`src/rtl/cpu_pkg.sv`:
```
// Shared CPU definitions: fetch FSM state encoding, PC step and reset vector.
package cpu_pkg;

   typedef enum logic [2:0] {
      S_REQ   = 3'd0,
      S_WAIT  = 3'd1,
      S_HOLD  = 3'd2,
      S_DRAIN = 3'd3,
      S_FAULT = 3'd4
   } fetch_state_t;

   localparam int unsigned PC_STEP  = 4;
   localparam logic [31:0] RESET_PC = '0;

endpackage

```
`src/rtl/ifetch_unit.sv`:
```
// Instruction fetch unit: reads the PC, issues one memory word read at a time
// over req/ready, holds the fetched instruction until decode accepts it, and
// pulses pc_en so the PC register advances only on a completed fetch.
module ifetch_unit
   import cpu_pkg::*;
#(
   parameter int unsigned ADDR_W  = 32,
   parameter int unsigned DATA_W  = 32,
   parameter int unsigned PC_STEP = cpu_pkg::PC_STEP
) (
   input  logic              clk,
   input  logic              rst,
   input  logic [ADDR_W-1:0] pc_in,
   input  logic              flush,
   output logic              mem_req,
   output logic [ADDR_W-1:0] mem_addr,
   input  logic [DATA_W-1:0] mem_rdata,
   input  logic              mem_ready,
   output logic [DATA_W-1:0] instr_out,
   output logic [ADDR_W-1:0] instr_pc,
   output logic              instr_valid,
   input  logic              instr_accept,
   output logic              pc_en,
   output logic [ADDR_W-1:0] pc_next,
   output logic              fault
);

   fetch_state_t      state;
   logic [ADDR_W-1:0] addr;

   // The address latch drives the bus directly, so it stays stable while mem_req=1.
   assign mem_addr = addr;

   // Fetch FSM with all outputs registered; pc_en defaults low for a one-cycle pulse.
   always_ff @(posedge clk) begin
      if (rst) begin
         state       <= S_REQ;
         addr        <= '0;
         mem_req     <= 1'b0;
         instr_out   <= '0;
         instr_pc    <= '0;
         instr_valid <= 1'b0;
         pc_en       <= 1'b0;
         pc_next     <= '0;
         fault       <= 1'b0;
      end else begin
         pc_en <= 1'b0;
         unique case (state)
            S_REQ: begin
               if (pc_in[1:0] != 2'b00) begin
                  fault <= 1'b1;
                  state <= S_FAULT;
               end else begin
                  addr    <= pc_in;
                  mem_req <= 1'b1;
                  state   <= S_WAIT;
               end
            end
            S_WAIT: begin
               if (mem_ready) begin
                  mem_req <= 1'b0;
                  if (flush) begin
                     state <= S_REQ;
                  end else begin
                     instr_out   <= mem_rdata;
                     instr_pc    <= addr;
                     pc_next     <= addr + ADDR_W'(PC_STEP);
                     pc_en       <= 1'b1;
                     instr_valid <= 1'b1;
                     state       <= S_HOLD;
                  end
               end else if (flush) begin
                  // The issued request cannot be aborted; wait out its response.
                  state <= S_DRAIN;
               end
            end
            S_DRAIN: begin
               if (mem_ready) begin
                  mem_req <= 1'b0;
                  state   <= S_REQ;
               end
            end
            S_HOLD: begin
               if (instr_accept || flush) begin
                  instr_valid <= 1'b0;
                  state       <= S_REQ;
               end
            end
            S_FAULT: begin
               if (flush) begin
                  fault <= 1'b0;
                  state <= S_REQ;
               end
            end
            default: state <= S_REQ;
         endcase
      end
   end

endmodule

```
`config.mk`:
```
export PLATFORM = sky130hd
export DESIGN_NAME = ifetch_unit
export DESIGN_NICKNAME = d
export VERILOG_FILES = /design/src/rtl/cpu_pkg.sv /design/src/rtl/ifetch_unit.sv
export SDC_FILE = /design/constraint.sdc
export NUM_CORES = 1
export LEC_CHECK = 0
export ABC_AREA = 1
export CAP_MARGIN = 20
export CORE_MARGIN = 1.5
export CORE_UTILIZATION = 45
export CTS_BUF_LIST = sky130_fd_sc_hd__clkbuf_8
export CTS_CLUSTER_SIZE = 30
export DETAILED_ROUTE_END_ITERATION = 16
export HOLD_SLACK_MARGIN = 0.15
export PLACE_DENSITY = 0.89
export REMOVE_ABC_BUFFERS = 1
export SLEW_MARGIN = 0
export SYNTH_ARGS = -nofsm -noshare
export SYNTH_HDL_FRONTEND = slang
export SYNTH_SLANG_ARGS = --single-unit
```
`constraint.sdc`:
```
create_clock -name clk -period 2.85 [get_ports clk]
set_input_delay 0.855 -clock clk [delete_from_list [all_inputs] [get_ports clk]]
set_output_delay 0.855 -clock clk [all_outputs]
set_load 0.01 [all_outputs]
```
Yosys cells after proc, flatten, opt, wreduce, memory -nomap -nowiden:

Index checks and enable logic that the tools add are counted.

* register bits after elaboration: 135
* latch bits: 0
* memory bits (writable): 0
* bits in read-only memories: 0
* input bits: 69
* output and inout bits: 132
* word-level logic and storage cells: 60
* memories kept: 0

* add/subtract/negate cells: 1
* multiply operators: 0
* divide/modulo/power cells: 0
* order comparisons: 0
* equality and inequality tests: 13
* shift-type cells: 0
* multiplexer cells: 19
* bitwise gates (word level): 4
* reductions and logical operators: 14

Operator list (count)
* 32-bit by 3-bit adder with 32-bit output (second input constant): 1
* 3-bit two-way mux: 6
* 3-bit case mux with 5 select lines: 1
* 2-bit != test (second input constant): 7
* 3-bit AND reduction: 3
* 1-bit two-way mux: 8
* 4-bit AND reduction: 2
* 2-bit nonzero test: 4
* 3-bit by 2-bit == test with 1-bit output (second input constant): 2
* 1-bit case mux with 2 select lines: 3
* 1-bit inverter: 4
* 3-bit by 1-bit == test with 1-bit output (second input constant): 1
* 3-bit == test (second input constant): 1
* 3-bit logical NOT: 1
* 3-bit != test (second input constant): 1
* 3-bit OR reduction: 1
* 2-bit two-way mux: 1
* 2-bit by 1-bit != test with 1-bit output (second input constant): 1
* 2-bit AND reduction: 1
* 2-bit OR reduction: 1
* 1-bit logical OR: 1

Longest topological paths before layout:

Gate-level depths: netlist (run 1).

* word-level depth: 4
* gate-level depth with buffers: 11
* depth with buffers taken out: 10

Worst setup path before layout (run 1):

OpenSTA, ideal clock, no wires.

* path type: input-to-reg
* start point: input flush
* end point: register pc_next[3]
* library setup time: 116 ps
* data arrival time: 1668 ps
* required time: 2734 ps
* slack: 1066 ps
* stages: 9
* buffers on the path: 3
* cells stage by stage: inv_2 -> nand2_1 -> nor2_2 -> buf_6 -> inv_4 -> buf_6 -> buf_6 -> nor2_1 -> nor2_1

* cells in the longest elaborated chain, start to end: 2

Ends and longest elaborated chain
* start, declared: RTL line ifetch_unit.sv:14 `input logic flush,`
* 1-bit inverter (no source line)
* 3-bit AND reduction (no source line)
* end signal, assigned: RTL line ifetch_unit.sv:67 `pc_next <= addr + ADDR_W'(PC_STEP);`
* end, declared: RTL line ifetch_unit.sv:24 `output logic [ADDR_W-1:0] pc_next,`

No other way between the ends.
A chain may end at the register's enable or synchronous reset.

Worst setup path in the final report (run 1):

* start point: register addr[27], in the netlist mem_addr[27]
* end point: output mem_addr[27]

RTL lines
* start, declared: RTL line ifetch_unit.sv:29 `logic [ADDR_W-1:0] addr;`
* start signal, assigned: RTL line ifetch_unit.sv:54 `addr <= pc_in;`
* end, declared: RTL line ifetch_unit.sv:16 `output logic [ADDR_W-1:0] mem_addr,`

No word-level cell between the ends.

==> reports/metrics.yaml, run 1 <==
final_max_slew_viol_count: 0
avgSynthCellArea_um2: 7.15
cts_buffers: 17
wl_met2_um: 7510
cts_tree: "done"
place_congestion: 0.826
tns_ns: 0
synthSimpleGateAreaFrac: 0.255
synth.area.mux_share: 0
grt_max_degree: 110
grt.total_usage: 0.247
skew_ns: 0.0117
wirelength_met1_um: 6880
die_height_um: 114
setup_violations: 0
firstDrtPassIters: 8
vias: 5536
wl_per_cell_um: 14.2
r2r_slack_ns: 1.04
post_cts_resized: 0
nets: 1027
rsz0062_at_grt: "false"
cts_setup_buffers: 0
hold_class: "register to register"
core_um2: 12000
detail-route-antenna-nets: 0
postPlaceCellArea_um2: 7590
hold_start: "instr_pc[2]"
dr_wl_met3_um: 1130
antenna_found_initial: 0
clock.fmax_ghz: 0.428
layout_commonest_cell: "clkdlybuf4s50_1"
slowest_delay_ns: 0.61
dp_hpwl_um: 10900
cts_root_buffer: "clkbuf_8"
drt_iter0_markers: 464
tightestPinTransition_ns: 0.686
synth_area_leaders: "dfxtp_1, nor2_1, o21ai_0"
synthCells: 773
post_synth_xor_area_fraction: 0.0190
yosys.area_share.adder: 0.00226
clk_pin_slew_ns: 0.08
synth_top_family_by_area: "simple AND/OR/NAND/NOR gates"
drive_above_1_share: 0.0515
antennaDiodeCount: 0
crit_buf_inv: 1
crit_chain: "clkdlybuf4s50_1"
p_leak_uw: 0.00323
r2r_end: "pc_next[23]"
yosys.area.top_type: "dfxtp_1"
yosysSeqAreaShare: 0.481
status: "finished, final reports clean"
die_x_um: 114
cts_sinks: 133
cts_max_level: 4
yosysUniqueCellTypes: 27
finalWirelength_um: 15800
critPathTopFamily: "buffers and inverters"
overflow: 0
vdd_drop_max_mv: 0.308
end_kind: "output pin"
postCtsHoldBufs: 0
max-cap-violations: 0
hold_depth: 2
slowest_stage: "clkdlybuf4s50_1"
min_period_ns: 2.34
ios: 201
p_per_area_nw_per_um2: 569
syn_area_um2: 5530
portBuffers: 200
r2r_start: "mem_addr[12]"
grt_pass1_wl_um: 25600
clock_latency_ns: 0.43
synth_compound_area_frac: 0.149
hold_end: "instr_pc[2]"
ys_warn_count: 0
clk_path_buf_depth: 2
top_layer: "met4"
hold_violations: 0
grt_pass1_vias: 5266
syn2layout_area_growth_pct: 44.9
max_slew_margin: 0.541
synth_seq_cells: 133
path_max_fanout: 5
crit_path_start_kind: "register"
dieArea_um2: 13000
netlist.area_leader.share: 0.481
final_cell_mix: "clkdlybuf4s50_1, nor2_1, dfxtp_1"
arrival_ns: 1.48
cp.required_ns: 2.00
worstRegToRegCells: 9
fp-row-count: 40
drc_errors: 0
final_area_um2: 8010
crit_type: "register to output pin"
worst_hold_slack_ns: 0.464
vias_per_cell: 4.96
min_period_over_period: 0.820
start_util: 0.460
[power breakdown]
group	switching [uW]	internal, uW	total [uW]
sequential	119	1990	2100
clock	737	945	1680
combinational	381	389	769
total	1240	3320	4560
[sequential cells by signal, indices dropped and copies added, names as in the netlist]
| register | count |
|---|---|
| instr_out | 32 |
| instr_pc | 32 |
| mem_addr | 32 |
| pc_next | 30 |
| state | 3 |
| fault | 1 |
| instr_valid | 1 |
| mem_req | 1 |
| pc_en | 1 |
[layer usage]
layer | up-vias | track usage
li1 | 2828 | -
met1 | 2497 | 0.312
met2 | 189 | 0.399
met3 | 22 | 0.0707
met4 | 0 | 0.0967
met5 | - | 0
[metrics by stage]
step           worst slack, ns  utilization  cells  power [uW]
6_report                 0.514        0.667   1117        4560
4_1_cts                  0.483        0.667   1117        4590
3_5_place_dp             0.295        0.632   1085        2910
2_1_floorplan            -1.36            -    730        2450
3_3_place_gp             0.343        0.632   1085        2890
5_1_grt                  0.450        0.667   1117        4760
[layout make-up]
type	instances	area (um^2)
Fill cell	1018	4000
Sequential cell	133	2660
Multi-Input combinational cell	522	2360
Timing Repair Buffer	208	2100
Inverter	75	284
Clock buffer	17	234
Clock inverter	15	190
Tap cell	147	184
[cell families (layout without fill, tap and decap cells)]
| group | count (synthesis) | count (layout) |
|---|---|---|
| adders and majority gates | 1 | 1 |
| xor gates and xnor gates | 12 | 12 |
| buffers and inverters | 118 | 315 |
| DFF | 133 | 133 |
| and+or+nand+nor | 350 | 350 |
| AOI/OAI and AO/OA | 159 | 159 |
[worst max path at each step]
stage,from,end,cells after the start
finish,mem_addr[27],mem_addr[27],1
global route,mem_addr[27],mem_addr[27],1
CTS,mem_addr[27],mem_addr[27],1
detailed placement,flush,instr_out[26],8
global placement,flush,instr_pc[2],8
floorplan,flush,pc_next[20],9
[Yosys cell counts]
cell	count
clkbuf_1	17
clkinv_1	1
nand3_2	2
nand3_1	34
buf_1	1
buf_4	3
nor2_2	3
nand2_2	1
inv_2	3
inv_1	70
nor2_4	1
nand2_1	121
o21ai_0	100
xor2_1	11
inv_4	1
o211ai_1	1
buf_6	5
nand3b_1	2
xnor2_1	1
dfxtp_1	133
a21oi_1	48
nor3_1	13
nor2_1	173
a221oi_1	1
buf_2	17
a211oi_1	9
ha_1	1
(Power assumes the default switching activity.)
==> run 2: changes to the inputs <==
==> constraint.sdc (replaced) <==
create_clock -name clk -period 2.2 [get_ports clk]
set_input_delay 0.66 -clock clk [delete_from_list [all_inputs] [get_ports clk]]
set_output_delay 0.66 -clock clk [all_outputs]
set_load 0.01 [all_outputs]
==> run 2 against run 1 <==
Combinational power is 34% higher. Worst setup slack worse by 0.44 ns. Largest cell class unchanged. Clock power hardly changed. Critical endpoint unchanged. Largest power group unchanged.
==> reports/metrics.yaml, run 2 (synthesis results as in run 1) <==
grt_pass1_wl_um: 25900
core_um2: 12000
post_cts_resized: 0
finalWirelength_um: 16000
skew_ns: 0.00612
dp.cells: 1102
clock.fmax_ghz: 0.471
critPathTopFamily: "buffers and inverters"
max-cap-violations: 0
die_height_um: 114
nets: 1044
hold_class: "register to register"
setup_violations: 0
p_leak_uw: 0.00329
p_per_area_nw_per_um2: 675
cts_buffers: 17
die_x_um: 114
syn2layout_area_growth_pct: 45.7
vias_per_cell: 4.98
cts_max_level: 4
multi_input_area_um2: 2360
grt_pass1_vias: 5418
cts_root_buffer: "clkbuf_8"
slowest_delay_ns: 0.59
slowest_stage: "clkdlybuf4s50_1"
clk_pin_slew_ns: 0.07
crit_path_start_kind: "register"
hold_violations: 0
status: "finished, final reports clean"
drc_errors: 0
clock_latency_ns: 0.43
start_util: 0.460
max_slew_margin: 0.711
layout_commonest_cell: "clkdlybuf4s50_1"
min_period_over_period: 0.966
cts_setup_buffers: 0
min_period_ns: 2.13
cp.required_ns: 1.54
wl_per_cell_um: 14.1
tightestPinTransition_ns: 0.432
drive_above_1_share: 0.0640
path_max_fanout: 5
arrival_ns: 1.47
cts_sinks: 133
drt_iter0_markers: 489
place_congestion: 0.837
cts_tree: "done"
antennaDiodeCount: 0
vias: 5637
overflow: 0
crit_buf_inv: 1
fp-row-count: 40
antenna_found_initial: 0
final_max_slew_viol_count: 0
clk_path_buf_depth: 2
firstDrtPassIters: 7
dieArea_um2: 13000
regArea_um2: 2660
postCtsHoldBufs: 0
rsz0062_at_grt: "false"
final_cell_mix: "clkdlybuf4s50_1, nor2_1, dfxtp_1"
ios: 201
grt_max_degree: 76
tns_ns: 0
stdcell_count: 1131
grt.total_usage: 0.252
vdd_drop_max_mv: 0.367
fillerInstances: 1035
crit_type: "register to output pin"
portBuffers: 200
crit_chain: "clkdlybuf4s50_1"
detail-route-antenna-nets: 0
end_kind: "output pin"
dp_hpwl_um: 11500
run 2: through the flow:
stage | hold WS (ns) | setup WS (ns) | power (uW) | utilization | instance area, um^2
final | 0.463 | 0.0747 | 5440 | 0.671 | 8060
after global routing | 0.488 | 0.0101 | 5710 | 0.671 | 8060
after global placement | 0.455 | 0.00350 | 3770 | 0.644 | 7740
after CTS | 0.463 | 0.0437 | 5480 | 0.671 | 8060
after floorplan | 0.480 | -1.82 | 3170 | - | 5300
after detailed placement | 0.455 | -0.0433 | 3800 | 0.644 | 7740
run 2: area by class of cell:
| type | instances | share of cell area |
|---|---|---|
| Tap cell | 147 | 0.0228 |
| Sequential cell | 133 | 0.330 |
| Inverter | 75 | 0.0353 |
| Timing Repair Buffer | 225 | 0.280 |
| Clock inverter | 9 | 0.00513 |
| Clock buffer | 20 | 0.0342 |
| Multi-Input combinational cell | 522 | 0.293 |
run 2: path summary, 6_finish.rpt:
check	startpoint	endpoint	slack, ns	cells after the start
worst max-delay path	mem_addr[27]	mem_addr[27]	0.07	1
worst min-delay path	instr_pc[2]	instr_pc[2]	0.46	2
worst max register to register	mem_addr[2]	pc_next[20]	0.44	10
worst min register to register	instr_pc[2]	instr_pc[2]	0.46	2
run 2: report_power, final:
part | total, uW | leakage [uW] | internal [uW] | switching, uW
combinational | 1030 | 0.00203 | 527 | 500
clock | 1690 | 0.000183 | 824 | 866
sequential | 2720 | 0.00108 | 2570 | 151
total | 5440 | 0.00329 | 3920 | 1520
run 2: per-layer routing:
layer / up-vias / routed length [um] / GRT usage
met5: - / 0 / 0
met4: 0 / 361 / 0.0967
met3: 29 / 1230 / 0.0818
met2: 210 / 7490 / 0.412
met1: 2535 / 6900 / 0.310
li1: 2863 / - / -
